===== src/rtl/div_sched.sv =====
// div_sched: round-robin scheduler that lets four requesters share one
// external W-bit divider. One transaction is in flight at a time:
// grant (IDLE) -> start divider (ISSUE) -> wait for result (WAIT) ->
// hold response until accepted (RESP).
// Optional feature macro: DIV_ZERO_CHK_EN -- when defined, zero divisors are
// answered locally (quotient all ones, remainder = dividend, err=1) without
// using the divider. When undefined, rsp_err is constant 0.
module div_sched #(
  parameter int W = 8,
  parameter int N = 4
) (
  input  logic             clk,
  input  logic             reset_n,
  input  logic [N-1:0]     req,
  input  logic [N*W-1:0]   req_dvnd,
  input  logic [N*W-1:0]   req_dvsr,
  output logic [N-1:0]     req_ack,
  output logic             rsp_valid,
  input  logic             rsp_ready,
  output logic [1:0]       rsp_id,
  output logic [W-1:0]     rsp_quo,
  output logic [W-1:0]     rsp_rmd,
  output logic             rsp_err,
  output logic             busy,
  output logic             div_start,
  output logic [W-1:0]     div_dvnd,
  output logic [W-1:0]     div_dvsr,
  input  logic             div_ready,
  input  logic             div_done_tick,
  input  logic [W-1:0]     div_quo,
  input  logic [W-1:0]     div_rmd
);

  localparam logic [1:0] S_IDLE  = 2'd0;
  localparam logic [1:0] S_ISSUE = 2'd1;
  localparam logic [1:0] S_WAIT  = 2'd2;
  localparam logic [1:0] S_RESP  = 2'd3;

  logic [1:0]   state_q, state_d;
  logic [1:0]   ptr_q, ptr_d;
  logic [1:0]   id_q, id_d;
  logic [W-1:0] dvnd_q, dvnd_d;
  logic [W-1:0] dvsr_q, dvsr_d;
  logic [W-1:0] quo_q, quo_d;
  logic [W-1:0] rmd_q, rmd_d;
`ifdef DIV_ZERO_CHK_EN
  logic         err_q, err_d;
`endif

  logic         rr_vld;
  logic [1:0]   rr_id;
  logic [1:0]   rr_cand;
  logic [W-1:0] sel_dvnd;
  logic [W-1:0] sel_dvsr;

  // Round-robin pick: search ptr+1, ptr+2, ptr+3, ptr; first active req wins
  always_comb begin
    rr_vld  = 1'b0;
    rr_id   = ptr_q;
    rr_cand = ptr_q;
    for (int k = 1; k <= N; k++) begin
      rr_cand = ptr_q + 2'(k);
      if (!rr_vld && req[rr_cand]) begin
        rr_vld = 1'b1;
        rr_id  = rr_cand;
      end
    end
  end

  assign sel_dvnd = req_dvnd[int'(rr_id)*W +: W];
  assign sel_dvsr = req_dvsr[int'(rr_id)*W +: W];

  // Next-state logic for the FSM and the captured transaction fields
  always_comb begin
    state_d = state_q;
    ptr_d   = ptr_q;
    id_d    = id_q;
    dvnd_d  = dvnd_q;
    dvsr_d  = dvsr_q;
    quo_d   = quo_q;
    rmd_d   = rmd_q;
`ifdef DIV_ZERO_CHK_EN
    err_d   = err_q;
`endif
    case (state_q)
      S_IDLE: begin
        if (rr_vld) begin
          ptr_d  = rr_id;
          id_d   = rr_id;
          dvnd_d = sel_dvnd;
          dvsr_d = sel_dvsr;
`ifdef DIV_ZERO_CHK_EN
          if (sel_dvsr == '0) begin
            // Answer locally; the divider is never involved
            quo_d   = '1;
            rmd_d   = sel_dvnd;
            err_d   = 1'b1;
            state_d = S_RESP;
          end else begin
            state_d = S_ISSUE;
          end
`else
          state_d = S_ISSUE;
`endif
        end
      end
      S_ISSUE: begin
        if (div_ready) state_d = S_WAIT;
      end
      S_WAIT: begin
        if (div_done_tick) begin
          quo_d   = div_quo;
          rmd_d   = div_rmd;
`ifdef DIV_ZERO_CHK_EN
          err_d   = 1'b0;
`endif
          state_d = S_RESP;
        end
      end
      S_RESP: begin
        if (rsp_ready) state_d = S_IDLE;
      end
      default: state_d = S_IDLE;
    endcase
  end

  // State registers; reset abandons any transaction, ptr=3 gives requester 0 priority
  always_ff @(posedge clk or negedge reset_n) begin
    if (!reset_n) begin
      state_q <= S_IDLE;
      ptr_q   <= 2'd3;
      id_q    <= '0;
      dvnd_q  <= '0;
      dvsr_q  <= '0;
      quo_q   <= '0;
      rmd_q   <= '0;
`ifdef DIV_ZERO_CHK_EN
      err_q   <= 1'b0;
`endif
    end else begin
      state_q <= state_d;
      ptr_q   <= ptr_d;
      id_q    <= id_d;
      dvnd_q  <= dvnd_d;
      dvsr_q  <= dvsr_d;
      quo_q   <= quo_d;
      rmd_q   <= rmd_d;
`ifdef DIV_ZERO_CHK_EN
      err_q   <= err_d;
`endif
    end
  end

  // Outputs decoded from state; anything the current state does not drive is 0.
  // The ack is also gated by reset_n so it stays low while reset is held.
  always_comb begin
    req_ack   = '0;
    if (state_q == S_IDLE && rr_vld && reset_n) req_ack[rr_id] = 1'b1;
    busy      = (state_q != S_IDLE);
    div_start = (state_q == S_ISSUE) && div_ready;
    div_dvnd  = '0;
    div_dvsr  = '0;
    if (state_q == S_ISSUE || state_q == S_WAIT) begin
      div_dvnd = dvnd_q;
      div_dvsr = dvsr_q;
    end
    rsp_valid = (state_q == S_RESP);
    rsp_id    = '0;
    rsp_quo   = '0;
    rsp_rmd   = '0;
    rsp_err   = 1'b0;
    if (state_q == S_RESP) begin
      rsp_id  = id_q;
      rsp_quo = quo_q;
      rsp_rmd = rmd_q;
`ifdef DIV_ZERO_CHK_EN
      rsp_err = err_q;
`endif
    end
  end

endmodule


===== config.mk =====
export PLATFORM = sky130hd
export DESIGN_NAME = div_sched
export DESIGN_NICKNAME = d
export VERILOG_FILES = /design/src/rtl/div_sched.sv
export SDC_FILE = /design/constraint.sdc
export NUM_CORES = 1
export LEC_CHECK = 0
export ABC_AREA = 1
export BUFFER_PORTS_ARGS = -buffer_cell sky130_fd_sc_hd__buf_4
export CAP_MARGIN = 20
export CORE_MARGIN = 2
export CORE_UTILIZATION = 47
export DETAILED_ROUTE_END_ITERATION = 10
export PLACE_DENSITY = 0.81
export SLEW_MARGIN = 20
export SYNTH_ARGS = -nofsm -noshare
export SYNTH_HDL_FRONTEND = slang
export SYNTH_SLANG_ARGS = --single-unit

===== constraint.sdc =====
create_clock -name clk -period 2.7 [get_ports clk]
set_clock_uncertainty 0.2 [all_clocks]
set_input_delay 0 -clock clk [delete_from_list [all_inputs] [get_ports clk]]
set_output_delay 0 -clock clk [all_outputs]
set_load 0.01 [all_outputs]

# Word level (Yosys, flattened, before mapping)

Index checks and enable logic that the tools add are counted.

Register bits after elaboration: 38
Input bits: 89
Output and inout bits: 42
Logic and storage cells: 70

$add $sub $neg: 3
Magnitude comparators: 6
Eq/ne operators: 7
Shift-type cells: 2
Multiplexer cells: 29
Reduce and logical (&&, ||, !) cells: 16

Operators by type and width:

| cell                                                                                | number |
|---|---|
| 32-bit by 6-bit indexed part select with 8-bit output                               | 2 |
| 8-bit 2-to-1 mux                                                                    | 4 |
| 2-bit 2-to-1 mux                                                                    | 9 |
| 2-bit by 3-bit < comparator with 1-bit output, second input constant                | 5 |
| 1-bit 2-to-1 mux                                                                    | 9 |
| 1-bit binary-select mux with 2-bit select                                           | 4 |
| 2-bit one-hot mux with 4 select lines                                               | 1 |
| 1-bit logical AND                                                                   | 7 |
| 2-bit != test, second input constant                                                | 3 |
| 2-bit adder, second input constant                                                  | 2 |
| 2-bit equality test, second input constant                                          | 2 |
| 4-bit 2-to-1 mux                                                                    | 1 |
| 2-bit AND reduction                                                                 | 2 |
| 4-bit AND reduction                                                                 | 1 |
| 1-bit zero test                                                                     | 3 |
| 2-bit by 1-bit adder with 2-bit output, second input constant                       | 1 |
| 1-bit demux with 2-bit select                                                       | 1 |
| 2-bit by 1-bit equality test with 1-bit output, second input constant               | 1 |
| 2-bit by 1-bit greater-or-equal comparator with 1-bit output, second input constant | 1 |
| 2-bit zero test                                                                     | 1 |
| 2-bit by 1-bit != test with 1-bit output, second input constant                     | 1 |
| 2-bit nonzero test                                                                  | 1 |
| 1-bit logical OR                                                                    | 1 |

# Depth between registers and ports, before layout

Gate-level depths: netlist of run 1.

Depth in word-level cells: 18
Depth in mapped cells: 14
Mapped depth without buffers: 13

# Least setup slack after synthesis of run 1

OpenSTA, ideal clock, no wires.

Path kind: register to output
Start point: register ptr_q[0]
End point: output req_ack[2]
Arrival time: 1756 ps
Data required time: 2500 ps
Setup slack: 744 ps
Stages on the path, launching flop included: 13
Buffers on the path: 2
Cell sequence: dfstp_2 -> buf_6 -> nand2_1 -> nand2_1 -> nand2_2 -> nand2_4 -> inv_4 -> nand3_4 -> inv_2 -> nand2_2 -> nand2_4 -> buf_6 -> nor3_1

Cells in the longest elaborated chain, start to end: 18
Elaborated cells on any way between the ends: 33

RTL lines:

| item                                                                                                                                                | RTL line | source |
|---|---|---|
| start, declared                                                                                                                                     | 40       | `logic [1:0] ptr_q, ptr_d;` |
| start signal, assigned                                                                                                                              | 142      | `ptr_q <= ptr_d;` |
| 2-bit by 1-bit adder with 2-bit output                                                                                                              | 62       | `rr_cand = ptr_q + 2'(k);` |
| 1-bit binary-select mux with 2-bit select                                                                                                           | 63       | `if (!rr_vld && req[rr_cand]) begin` |
| 1-bit 2-to-1 mux (implied by the code)                                                                                                              | 63       |  |
| 1-bit 2-to-1 mux                                                                                                                                    | 63       |  |
| 1-bit zero test                                                                                                                                     | 63       |  |
| 1-bit logical AND                                                                                                                                   | 63       |  |
| 1-bit 2-to-1 mux                                                                                                                                    | 63       |  |
| 1-bit zero test                                                                                                                                     | 63       |  |
| (+2 left out)                                                                                                                                       | n/a      |  |
| 1-bit zero test                                                                                                                                     | 63       |  |
| 1-bit logical AND                                                                                                                                   | 63       |  |
| 2-bit 2-to-1 mux                                                                                                                                    | 63       |  |
| 2-bit by 3-bit < comparator with 1-bit output (implied by the code) or 2-bit by 1-bit greater-or-equal comparator with 1-bit output (tied branches) | 158      | `if (state_q == S_IDLE && rr_vld && reset_n) req_ack[rr_id] = 1'b1;` |
| 1-bit logical AND (implied by the code)                                                                                                             | 158      |  |
| 1-bit 2-to-1 mux (implied by the code)                                                                                                              | 158      |  |
| 1-bit demux with 2-bit select                                                                                                                       | 158      |  |
| 4-bit 2-to-1 mux *                                                                                                                                  | 158      |  |
| end, declared                                                                                                                                       | 17       | `output logic [N-1:0] req_ack,` |

Mark *: on every way between the ends. The rest lies on a longest branch, timed or not. The select of a mux whose other input is x is not followed.

# Worst setup path in the final report of run 1

Start point: register ptr_q[1]
End point: output req_ack[3]

The elaborated chain is that of the path after synthesis.

==> out/metrics.cfg, run 1 <==
[die]
die_h_um = 80.77
io-pin-count = 131
start_util_pct = 49.40
dieArea_mm2 = 0.006524
core_mm2 = 0.005608
die_x_um = 80.77
rows = 27

[sta]
setup_violations = 0
maxSlewHeadroom_pct = 53.19
finalHoldViolCount = 0
holdWs_ns = 0.02878
min_period_ns = 2.557
maxSlewViolCount = 0
worst_pin_slew_ns = 0.7022
tns_ns = 0
period_share_pct = 94.72
rsz0062_at_grt = false
fmax_mhz = 391.0

[detailed_routing]
ant_nets = 0
wl_mm = 10.50
drc = 0
via_per_inst = 5.331
firstDrtPassIters = 8
drt_iter0_drc = 249
wl_per_cell_um = 15.79
num_vias = 3545

[synth]
syn_area_per_cell_um2 = 7.140
syn_inst = 388
ys_warn_count = 0
synth_top_area_share_pct = 32.52
synth_seq_cells = 38
synth_top_area_cell = dfrtp_1
synth_common_cells = nand2_1, nand3_1, inv_1
ys_types = 29
syn_nets = 481
seq_area_frac_synth_pct = 34.42
synth_area_leaders = dfrtp_1, nand3_1, nand2_1, mux2_2, inv_1
yosysMostFrequentCell = nand2_1
ys_async_sr_fraction_pct = 100.0
syn_area_mm2 = 0.002770
synth_edf_count = 0
synth_flop_cell = dfrtp_1

[placement]
postPlaceCellArea_mm2 = 0.003719
gp_congestion = 0.8369
port_buffers = 129
dp_cells = 570
dpl.hpwl_mm = 6.222

[cells_and_area]
layout-drive-gt1-share_pct = 33.33
nets = 683
finish.instance_area_mm2 = 0.004741
area_delta_synth_final_pct = 71.14
layout.cells.non_filler = 665

[grt]
gr-total-overflow = 0
grt_start_max_net_pins = 40
grt_pass1_vias = 3602
grt.total_usage_pct = 33.03
grt_antenna_before_repair = 0
grt_pass1_wl_mm = 16.58

[flow_run]
max_cap_viol_count = 0

[clocking]
path_clk_slew_ns = 0.08
numCtsBuffers = 5
clock-sinks = 38
cts_root_buf = clkbuf_8
clock_latency_ns = 0.28
cts_max_level = 2
cts_tree = yes
clock_path_buffers = 2

[critical_path]
cp-start-kind = flip-flop
cp.arrival_ns = 2.36
required_ns = 2.50
timing.rr.start = ptr_q[1]
end_kind = primary output
rrSetupSlack_ns = 0.18
cp-startpoint = ptr_q[1]
critPathKind = flip-flop to primary output
crit_path_max_fanout = 20

[min_path]
min_path_type = input pin to asynchronous set/reset pin

[power]
p_leak_uw = 0.002615
peakVddDrop_mv = 0.9111
power_density_mw_per_mm2 = 1216

[outcome]
status = finished clean

==> layer usage <==
metal / vias to the layer above / track usage, % / routed length [um]
li1: 1651 / - / -
met5: - / 0 / 0
met3: 62 / 6.111 / 914
met4: 0 / 19.32 / 546
met1: 1613 / 38.37 / 3940
met2: 219 / 57.00 / 5098
==> repair_timing <==
action	in CTS	in global routing
endpoints found under the hold margin	72	0
endpoints found under the setup margin	2	7
gates cloned	0	0
gates resized for setup	1	4
setup buffers	0	1
pin swaps	0	0
hold buffers	84	0
==> final timing paths <==
path / endpoint / cells past startpoint
worst min register to register: id_q[1] / 2
worst min-delay path: quo_q[1] / 2
worst max-delay path: req_ack[3] / 11
max in group asynchronous: ptr_q[0] / 2
worst max register to register: dvsr_q[4] / 12
min in group clk: state_q[0] / 5
==> power breakdown <==
part	leakage (uW)	internal, uW	switching (uW)
clock network	0.0000683	370	208
logic	0.00209	1540	2580
registers	0.000455	880	188
total	0.00262	2790	2970
==> cell usage in the layout, fill, tap and decap left out, types with 2 or more instances in the layout <==
cell type / instances
inv_4: 2
clkbuf_8: 5
nand3_2: 3
diode_2: 2
nand2_4: 5
nor3_1: 2
nand2_1: 111
dfstp_2: 2
inv_1: 43
nand2_2: 16
nand3_1: 101
a21oi_1: 5
dfrtp_1: 36
dlygate4sd3_1: 84
ha_1: 4
inv_2: 4
nor3_2: 3
mux2_2: 16
o21ai_1: 3
bufinv_16: 2
buf_4: 132
==> critical path, cell delays in order (launching register included) <==
cell,delay (ns)
dfstp_2,0.62
inv_2,0.12
nand2_2,0.08
nand2_2,0.08
nand2_2,0.11
nand2_4,0.09
inv_4,0.08
nand3_2,0.24
nand2_8,0.23
inv_2,0.06
nor3_2,0.19
buf_4,0.15
==> stage by stage <==
step / worst slack, ns / power [uW] / util (%)
after floorplan: 0.7439 / 3853 / -
after global placement: 0.2830 / 4724 / 66.31
after detailed placement: 0.2170 / 4820 / 66.31
after CTS: 0.01312 / 5534 / 83.85
after global routing: 0.02330 / 6253 / 84.45
final: 0.1425 / 5764 / 84.54
==> flip-flops by register name (all words and copies together) (netlist names) <==
register	count
id_q	2
dvnd_q	8
rmd_q	8
quo_q	8
ptr_q	2
state_q	2
dvsr_q	8
==> layout make-up <==
class,count,area (um2)
clock buffer,5,68.82
inverter,49,188.9
sequential,38,953.4
fill,326,867.1
timing repair buffer,217,1852
tap,72,90.09
antenna,2,5.005
multi-input combinational,279,1514
clock inverter,3,68.82
==> logic make-up (layout without fill, tap and decap cells) <==
group	count (synthesis)	in the layout	share of synthesized area, %
other	1	3	0.1354
adder cells (fa/ha/maj)	4	4	1.807
buffers and inverters	71	274	11.52
multiplexers	16	16	6.504
AO/OA/AOI/OAI	11	11	2.168
AND/OR/NAND/NOR	247	247	43.45
flip-flops	38	38	34.42
Power figures use the tool's default switching activity.
==> run 2, diff against run 1 <==
--- a/config.mk
+++ b/config.mk
@@ -5,11 +5,10 @@
 export SDC_FILE = /design/constraint.sdc
 export NUM_CORES = 1
 export LEC_CHECK = 0
-export ABC_AREA = 1
 export BUFFER_PORTS_ARGS = -buffer_cell sky130_fd_sc_hd__buf_4
 export CAP_MARGIN = 20
 export CORE_MARGIN = 2
-export CORE_UTILIZATION = 47
+export CORE_UTILIZATION = 46
 export DETAILED_ROUTE_END_ITERATION = 10
 export PLACE_DENSITY = 0.81
 export SLEW_MARGIN = 20
==> out/metrics.cfg, run 2 <==
[cells_and_area]
nets = 558  ; -18%
layout.cells.non_filler = 536  ; -19%
layout_common_cells = buf_4, dlygate4sd3_1, dfrtp_1, and2_1, nand2_1
layout-drive-gt1-share_pct = 37.77  ; +4.4 points
mostFrequentLayoutCell = buf_4
nFillCells = 268  ; -18%
diodes = 0  ; -2
area_delta_synth_final_pct = 78.17

[synth]
syn_area_mm2 = 0.002527  ; -8.8%
syn_inst = 257  ; -34%
synth_top_area_share_pct = 35.64  ; +3.1 points
synth_seq_cells = 38  ; unchanged
syn_nets = 350  ; -27%
synth_edf_count = 0  ; unchanged
seq_area_frac_synth_pct = 37.72  ; +3.3 points
ys_types = 36  ; +24%
synth_common_cells = dfrtp_1, and2_1, nand2_1
syn_area_per_cell_um2 = 9.834  ; +38%
yosysMostFrequentCell = dfrtp_1
synth_area_leaders = dfrtp_1, and2_1, mux2_2, mux2i_1, a211o_1
ys_warn_count = 0  ; unchanged
synth_top_area_cell = dfrtp_1
ys_async_sr_fraction_pct = 100.0  ; unchanged
synth_flop_cell = dfrtp_1

[grt]
grt_pass1_wl_mm = 14.66  ; -12%
grt_start_max_net_pins = 39  ; -2.5%
gr-total-overflow = 0  ; unchanged
grt_antenna_before_repair = 0  ; unchanged
grt.total_usage_pct = 30.24  ; -2.8 points
top_usage_layer = met2
use_met1_pct = 36.52  ; -1.9 points
use_met3_pct = 5.287  ; -0.82 points
grt_use_met2_pct = 56.21  ; -0.79 points
grt_pass1_vias = 3004  ; -17%

[sta]
maxSlewHeadroom_pct = 56.32  ; +3.1 points
finalHoldViolCount = 0  ; unchanged
setup_violations = 0  ; unchanged
period_share_pct = 98.75  ; +4.0 points
worst_pin_slew_ns = 0.6536  ; -0.04854 ns
fin_ws_ns = 0.03363  ; -0.1089 ns
maxSlewViolCount = 0  ; unchanged
min_period_ns = 2.666  ; +0.1089 ns
fmax_mhz = 375.0  ; -4.1%

[die]
dieArea_mm2 = 0.006104  ; -6.4%
die_x_um = 78.13  ; -3.3%
core_mm2 = 0.005205  ; -7.2%
rows = 26  ; -3.7%
die_h_um = 78.13  ; -3.3%
io-pin-count = 131  ; unchanged
start_util_pct = 48.56  ; -0.84 points

[placement]
dpl.hpwl_mm = 5.415  ; -13%
gp_congestion = 0.8051  ; -3.8%
dp_cells = 438  ; -23%
pre_cts_ws_ns = 0.4726  ; +0.2556 ns
port_buffers = 129  ; unchanged

[critical_path]
timing.rr.end = dvnd_q[6]
cp-start-kind = flip-flop
crit_path_max_fanout = 10  ; -50%
cp.arrival_ns = 2.61  ; +0.25 ns
rrSetupSlack_ns = 0.03  ; -0.15 ns
reg2reg_depth = 8  ; -4
required_ns = 2.64  ; +0.14 ns
timing.rr.start = ptr_q[1]
end_kind = flip-flop
critPathKind = flip-flop to flip-flop

[min_path]
min_path_type = input pin to flip-flop
worst_hold_path.num_cells = 3
hp-start = rsp_ready
min_to = state_q[0]

[detailed_routing]
firstDrtPassIters = 6  ; -2
drc = 0  ; unchanged
ant_nets = 0  ; unchanged
wl_mm = 9.586  ; -8.7%
via_per_inst = 5.511  ; +3.4%
drt_iter0_drc = 181  ; -27%
num_vias = 2954  ; -17%
wl_per_cell_um = 17.88  ; +13%

[outcome]
status = finished clean

[clocking]
cts_tree = yes
cts_root_buf = clkbuf_8
clock_latency_ns = 0.28  ; about the same
cts_max_level = 2  ; unchanged
numCtsBuffers = 5  ; unchanged
clock-sinks = 38  ; unchanged
path_clk_slew_ns = 0.07  ; about the same
clock_path_buffers = 2  ; unchanged

[power]
p_leak_uw = 0.002118  ; -19%
peakVddDrop_mv = 0.5843  ; -36%
power_density_mw_per_mm2 = 873.7  ; -28%

[flow_run]
max_cap_viol_count = 0  ; unchanged

run 2: cell types whose count changed after synthesis, sizes merged, moves of 16 or more:
cell	before	now
a211o	0	16
inv	49	7
and2	0	35
mux2i	0	16
o211ai	0	16
nand3	105	1
nand2	133	21
o31ai	0	16
run 2: how the worst max path moves through the flow:
stage                     startpoint        end  depth (start not counted)
final                       ptr_q[1]  dvnd_q[6]                          8
after global routing        ptr_q[1]  dvnd_q[6]                          8
after CTS                   ptr_q[1]  dvsr_q[6]                          6
after detailed placement    ptr_q[1]  dvsr_q[6]                          6
after global placement      ptr_q[1]  dvsr_q[6]                          6
after floorplan             ptr_q[1]  dvsr_q[6]                          7
run 2: power breakdown:
| part | internal, uW | switching, uW |
|---|---|---|
| registers | 871 | 169 |
| logic | 1260 | 1240 |
| clock network | 206 | 196 |
| total | 2330 | 1600 |
run 2: cells by family (layout without fill, tap and decap cells):
family	Yosys count	in the layout	share of synthesized area, %
AND/OR/NAND/NOR	90	90	20.50
AO/OA/AOI/OAI	63	64	20.30
flip-flops	38	38	37.72
multiplexers	32	32	13.47
buffers and inverters	29	237	5.891
adder cells (fa/ha/maj)	4	4	1.980
other	1	1	0.1484
run 2: final cells by class:
type                            instances  area, um2  area share (%)
Clock buffer                            7      86.33           1.917
Clock inverter                          1      5.005          0.1111
Inverter                                7      26.28          0.5835
Multi-Input combinational cell        191       1460           32.43
Sequential cell                        38      953.4           21.17
Tap cell                               70      87.58           1.945
Timing Repair Buffer                  222       1884           41.85
run 2: worst max-delay path, cell delays in order, from the launching register on:
cell	delay, ns
dfstp_2	0.63
nand2b_4	0.18
a21oi_4	0.06
buf_4	0.17
buf_4	0.14
nor3_4	0.22
mux2i_1	0.26
dlygate4sd3_1	0.58
o211ai_1	0.08
run 2: per-layer routing:
metal	routed length (um)	vias up	share of wire, %
li1	-	1357	-
met1	3785	1384	39
met2	4831	195	50
met3	848	18	8.8
met4	119	0	1.2
met5	0	-	0
run 2: through the flow:
step	hold WS (ns)	util [%]	power [uW]	instance area [um2]	setup TNS, ns
2_1_floorplan	-0.4956	-	2440	2527	0
3_3_place_gp	-0.08626	67.43	3142	3510	0
3_5_place_dp	-0.09129	67.43	3214	3510	0
4_1_cts	0.008068	84.95	3769	4422	0
5_1_grt	0.02751	86.51	4201	4503	-0.1056
6_report	0.01365	86.51	3934	4503	0
run 2: repair_timing:
action                                  CTS  global route
hold buffers                             82             0
endpoints found under the setup margin    0            14
buffers inserted                          0             7
hold endpoints to repair                 71             0
resized for setup                         0             6
